`src/rtl/switch_input_debouncer.sv`:
```
// Eight-bit switch conditioner: two-flop synchroniser per bit, then an independent
// saturating debounce counter per bit that flips the clean output after a sustained difference.
module switch_input_debouncer #(
   parameter int unsigned DEBOUNCE_CYCLES = 50000,
   parameter int unsigned CNT_WIDTH       = 16
) (
   input  logic       clk,
   input  logic       rst_n,
   input  logic       ena,
   input  logic [7:0] raw_in,
   output logic [7:0] data,
   output logic       changed,
   output logic       stable
);

   localparam logic [CNT_WIDTH-1:0] CNT_LAST = CNT_WIDTH'(DEBOUNCE_CYCLES - 1);

   if (DEBOUNCE_CYCLES < 1 || DEBOUNCE_CYCLES > (2 ** CNT_WIDTH) - 1) begin : g_bad_param
      $error("switch_input_debouncer: DEBOUNCE_CYCLES out of range for CNT_WIDTH");
   end

   logic [7:0]           sync1_q;
   logic [7:0]           sync2_q;
   logic [7:0]           data_q;
   logic [7:0]           data_d;
   logic                 changed_q;
   logic                 changed_d;
   logic [CNT_WIDTH-1:0] cnt_q [8];
   logic [CNT_WIDTH-1:0] cnt_d [8];
   logic [7:0]           cnt_zero;

   // NOTE: every variable gets a default at the top of always_comb so no path leaves it unassigned (no latch).
   always_comb begin
      data_d = data_q;
      for (int i = 0; i < 8; i++) begin
         cnt_d[i] = cnt_q[i];
         if (ena) begin
            if (sync2_q[i] == data_q[i]) begin
               cnt_d[i] = '0;
            end else if (cnt_q[i] == CNT_LAST) begin
               data_d[i] = sync2_q[i];
               cnt_d[i]  = '0;
            end else begin
               cnt_d[i] = cnt_q[i] + CNT_WIDTH'(1);
            end
         end
      end
      changed_d = (data_d != data_q);
   end

   // NOTE: sequential state uses non-blocking assignments so every flop samples pre-edge values.
   always_ff @(posedge clk or negedge rst_n) begin
      if (!rst_n) begin
         sync1_q   <= '0;
         sync2_q   <= '0;
         data_q    <= '0;
         changed_q <= 1'b0;
         for (int i = 0; i < 8; i++) begin
            cnt_q[i] <= '0;
         end
      end else begin
         // The synchroniser runs regardless of ena so s2 keeps tracking the pins.
         sync1_q   <= raw_in;
         sync2_q   <= sync1_q;
         data_q    <= data_d;
         changed_q <= changed_d;
         for (int i = 0; i < 8; i++) begin
            cnt_q[i] <= cnt_d[i];
         end
      end
   end

   always_comb begin
      cnt_zero = '0;
      for (int i = 0; i < 8; i++) begin
         cnt_zero[i] = (cnt_q[i] == '0);
      end
   end

   assign data    = data_q;
   assign changed = changed_q;
   assign stable  = (&cnt_zero) && (sync2_q == data_q);

endmodule

```
`config.mk`:
```
export PLATFORM = sky130hd
export DESIGN_NAME = switch_input_debouncer
export DESIGN_NICKNAME = d
export VERILOG_FILES = /design/src/rtl/switch_input_debouncer.sv
export SDC_FILE = /design/constraint.sdc
export NUM_CORES = 1
export LEC_CHECK = 0
export ABC_CLOCK_PERIOD_IN_PS = 3500
export CORE_ASPECT_RATIO = 1.25
export CORE_MARGIN = 1
export CORE_UTILIZATION = 40
export CTS_CLUSTER_DIAMETER = 60
export CTS_CLUSTER_SIZE = 8
export DETAILED_ROUTE_END_ITERATION = 6
export PLACE_DENSITY = 0.57
export SYNTH_ARGS = -nofsm -noshare
export SYNTH_HDL_FRONTEND = slang
export SYNTH_SLANG_ARGS = --single-unit
```
`constraint.sdc`:
```
create_clock -name clk -period 3.5 [get_ports clk]
set_input_delay 0.875 -clock clk [delete_from_list [all_inputs] [get_ports clk]]
set_output_delay 0.875 -clock clk [all_outputs]
set_load 0.005 [all_outputs]
```
### Yosys cells after proc, flatten, opt, wreduce, memory -nomap -nowiden

Cells that the tools add are included.

| storage, ports and cells | value |
|---|---|
| bits in registers | 153 |
| output and inout bits | 10 |
| logic and storage cells | 88 |

| cells by class | value |
|---|---|
| $add $sub $neg | 8 |
| equal/unequal tests | 18 |
| multiplexer cells | 40 |
| reductions and logical operators | 10 |

Operators by type and width:

| cell | count |
|---|---|
| two-way mux 16 bit | 16 |
| adder 16 x 1 -> 16 bit (second input constant) | 8 |
| equality test 16 bit (second input constant) | 8 |
| logical NOT 16 bit | 8 |
| two-way mux 1 bit | 24 |
| equality test 1 bit | 8 |
| equality test 8 bit | 1 |
| != test 8 bit | 1 |
| AND reduction 8 bit | 1 |
| logical AND 1 bit | 1 |

### Depth between registers and ports, before layout

| logic depth | value |
|---|---|
| word-level depth | 5 |
| depth in mapped cells | 7 |
| gate-level depth less buffers | 6 |

### Least setup slack after synthesis

OpenSTA, ideal clock, no wires.

| timing path | value |
|---|---|
| path type | register to output |
| from | register cnt_q[64] (netlist bit) |
| to | output port stable |
| arrival | 1331 ps |
| required time | 2625 ps |
| setup slack | 1294 ps |
| stages on the path, launching flop included | 7 |
| buffers on the path | 0 |
| cells stage by stage | dfrtp_1 -> inv_1 -> ha_1 -> nor4b_1 -> nand4_1 -> nor4_1 -> and3_1 |

| between the ends | value |
|---|---|
| word-level cells in the longest chain between the ends | 3 |

Ends and longest elaborated chain:

| element | line | text |
|---|---|---|
| start, declared | 28 | `logic [CNT_WIDTH-1:0] cnt_q [8];` |
| start signal, assigned by index | 68 | `cnt_q[i] <= cnt_d[i];` |
| logical NOT 16 bit | 76 | `cnt_zero[i] = (cnt_q[i] == '0);` |
| AND reduction 8 bit | 82 | `assign stable = (&cnt_zero) && (sync2_q == data_q);` |
| logical AND 1 bit | 82 |  |
| end, declared | 13 | `output logic stable` |

Every way passes these cells.

### Worst setup path after layout

| timing path | value |
|---|---|
| from | register cnt_q[16] (netlist bit) |
| to | output port stable |

The elaborated chain is that of the path after synthesis.

==> results.md <==
- Period minus WS final: between 3 and 4 ns
- Flops & latches, synth: 153
- EDFF count, synth: 0
- Final hold vios: 0
- Mapped cell area: between 0.008 and 0.009 mm²
- Worst hold path type: reg -> reg
- Via count: approximately 6300
- Register Area: 0.00383 mm²
- Max Freq: between 0.3 and 0.4 GHz
- Fin cells: 1153
- Sequential element share of the synthesized area: a little under half
- Synth Flop Type: dfrtp_1
- Crit Path Category: reg -> out
- Area Growth Syn to Fin: 15.2%
- Core box area: ~0.020 mm²
- R2R Path End: changed
- Die area: roughly 0.021 mm²
- Final worst-path cycle share: a little under 90%
- Cell taking the most area after synthesis: dfrtp_1
- CP Data Arrival Time: between 2 and 2.5 ns
- # IOs: 21
- Antenna cells: 0
- Clock skew: 0.00933 ns
- FF-to-FF setup slack: ~1.3 ns
- Status: complete, no violations
- Final setup TNS: 0 ns
- Post-DP Area: about 0.0086 mm²
- Nets: around 900
- Final WL: about 19 mm
- Worst Setup End Kind: output pin
- Synth top area cells: dfrtp_1, xnor2_1, nor2_1
- Area fraction of the dominant cell type after synthesis: between 40 and 50%
- Int Power: 3.03 mW
- Hold EP: sync2_q[6]
- DRC: 0
- Slew Limit Headroom: between 50 and 60%
- Design area: just over 0.009 mm²
- Initial antenna violation count: 0
- Post-CTS Hold Buffers: 0
- Part of the power in the clock network: ~45%
- Worst R2R Path Depth: 5
- Total CTS buffers: 17
- Drt wl/cell: about 17 µm
- Worst slew pin tran: 0.687 ns
- Clk buf depth: 2
- Root buffer cell: clkbuf_16
- Final Worst Setup Slack: 0.459 ns
- GRT Overall Usage: between 10% and 20%
- Worst r2r src: cnt_q[14]
- Area taken by multi-input logic gates: 0.00414 mm²
- Starting Density: slightly above 40%
- Psw: between 1 and 1.5 mW
- Crit-path max FO: 3
- WHS Path Cells: 0
- Leak: approximately 4.0 nW
- Core Util, Final: between 40% and 50%
- Async set or reset register ratio after synthesis: 100%
- Final setup viols: 0
- Clock-pin slew on the worst setup and hold paths: around 0.06 ns
- Startpoint Class: flip-flop
- Placed insts: around 1100
- 1st-iter DRT viols: 461
- Ys Warns: 0
- DRT Pass-1 Iters: 5
- Syn_nets: approximately 870
- Pwr dens: roughly 430 mW/mm²
- Max-slew violations: 0
- First-pass GRT wire length: roughly 32 mm
- Largest net degree at the start of global routing: 76
- Post-DP HPWL: approximately 14 mm
- Post-synthesis cell count: ~840
- Hold Crit Start: sync1_q[6]
- Syn avg cell area: between 9 and 10 µm²
- Max H-tree Level: 4
- IO Port Bufs: 20
- Clk sinks: approximately 150
- Unrepaired setup endpoints after global routing: false
- Fillers: between 1500 and 2000
- Clk Latency, worst-skew pair: 0.43 ns
- Max Cap Viol: 0
- Die X: roughly 130 µm
- Die Ht: about 160 µm
- Layout cells sized above 1: between 10% and 20%
- Num rows: 57
- Total power: slightly above 4 mW
- Routed vias/inst: 5.44
- Comb power frac: under 10%
- Register share of total power: between 40% and 50%
- CTS tree: built
- Antenna viol nets, final: 0
- Global route overflow: 0
- DP Worst Slack: roughly 0.28 ns
- WP data required: 2.62 ns
- Number of global-route vias before repair: 6018
- Net Sw Frac: 24.9%
- Final Hold Slack: 0.349 ns
- Routability Congestion: between 0.8 and 0.9
- Synth cell types: 65
- Peak VDD IR: between 300 and 400 µV
cell usage in the layout, fill, tap and decap left out, types with 28 or more instances in the layout:
| cell | count |
|---|---|
| inv_1 | 28 |
| dfrtp_1 | 152 |
| nor3_1 | 34 |
| xnor2_1 | 48 |
| nand2_1 | 68 |
| o21ai_0 | 36 |
| and3_1 | 30 |
| nor2_1 | 103 |
| xor2_1 | 31 |
| nand3_1 | 53 |
| nand4_1 | 40 |
worst max-delay path: stages, from the launching register on:
cell,delay (ns)
dfrtp_1,0.39
inv_1,0.09
ha_2,0.19
nor4b_4,0.27
nand4_1,0.15
nor4_1,0.26
and3_1,0.25
dlymetal6s2s_1,0.15
area by class of cell:
type / count / share of cell area, %
well taps: 265 / 3.54
repair buffers: 37 / 3.89
multi-input cells: 636 / 44.2
clock inverters: 12 / 1.34
clock buffers: 20 / 4.88
inverters: 30 / 1.20
flip-flops and latches: 153 / 40.9
flip-flops by register name (all words and copies together), names as in the netlist:
| name | flops |
|---|---|
| changed | 1 |
| cnt_q | 128 |
| data | 8 |
| sync1_q | 8 |
| sync2_q | 8 |
cell usage after synthesis (all sizes together) (16+ instances only):
cell   instances
ha            16
o21ai         39
and3          30
nor3          35
xnor2         49
nand2         70
inv           29
nand3         53
xor2          32
nor2         105
nor4          25
dfrtp        153
nand4         40
what timing repair did:
| action | in CTS | in global routing |
|---|---|---|
| buffers inserted | 0 | 2 |
| pin swaps | 0 | 3 |
| endpoints found under the setup margin | 1 | 1 |
| resized for setup | 2 | 18 |
logic make-up after synthesis:
family	share of synthesized area, %
flops	47.1
buf+inv	3.28
mux	1.86
fa+ha+maj	2.46
compound gates	9.49
simple gates	26.9
xor+xnor	8.83
worst max path at each step:
stage,from,end,slack (ns),depth (start not counted)
2_1_floorplan,cnt_q[64],stable,1.29,6
3_3_place_gp,cnt_q[16],stable,0.29,7
3_5_place_dp,cnt_q[16],stable,0.28,7
4_1_cts,cnt_q[16],stable,0.02,7
5_1_grt,cnt_q[16],stable,0.37,7
6_report,cnt_q[16],stable,0.46,7
power groups by stage:
stage | logic [mW] | registers [mW] | clock network, mW
6_report | 0.318 | 1.90 | 1.82
3_5_place_dp | 0.303 | 1.93 | 0
3_3_place_gp | 0.298 | 1.93 | 0
2_1_floorplan | 0.193 | 1.90 | 0
4_1_cts | 0.305 | 1.90 | 1.86
5_1_grt | 0.360 | 1.91 | 1.93
layer usage:
metal  routed length (µm)  GRT usage [%]  vias to the layer above
met3                  576           3.44                       28
met4                  418           8.56                        0
met1                 9000           27.1                     3048
met5                    0              0                        -
li1                     -              -                     3092
met2                 9190           30.1                      101
No activity file was read; power rests on OpenSTA's default activity.
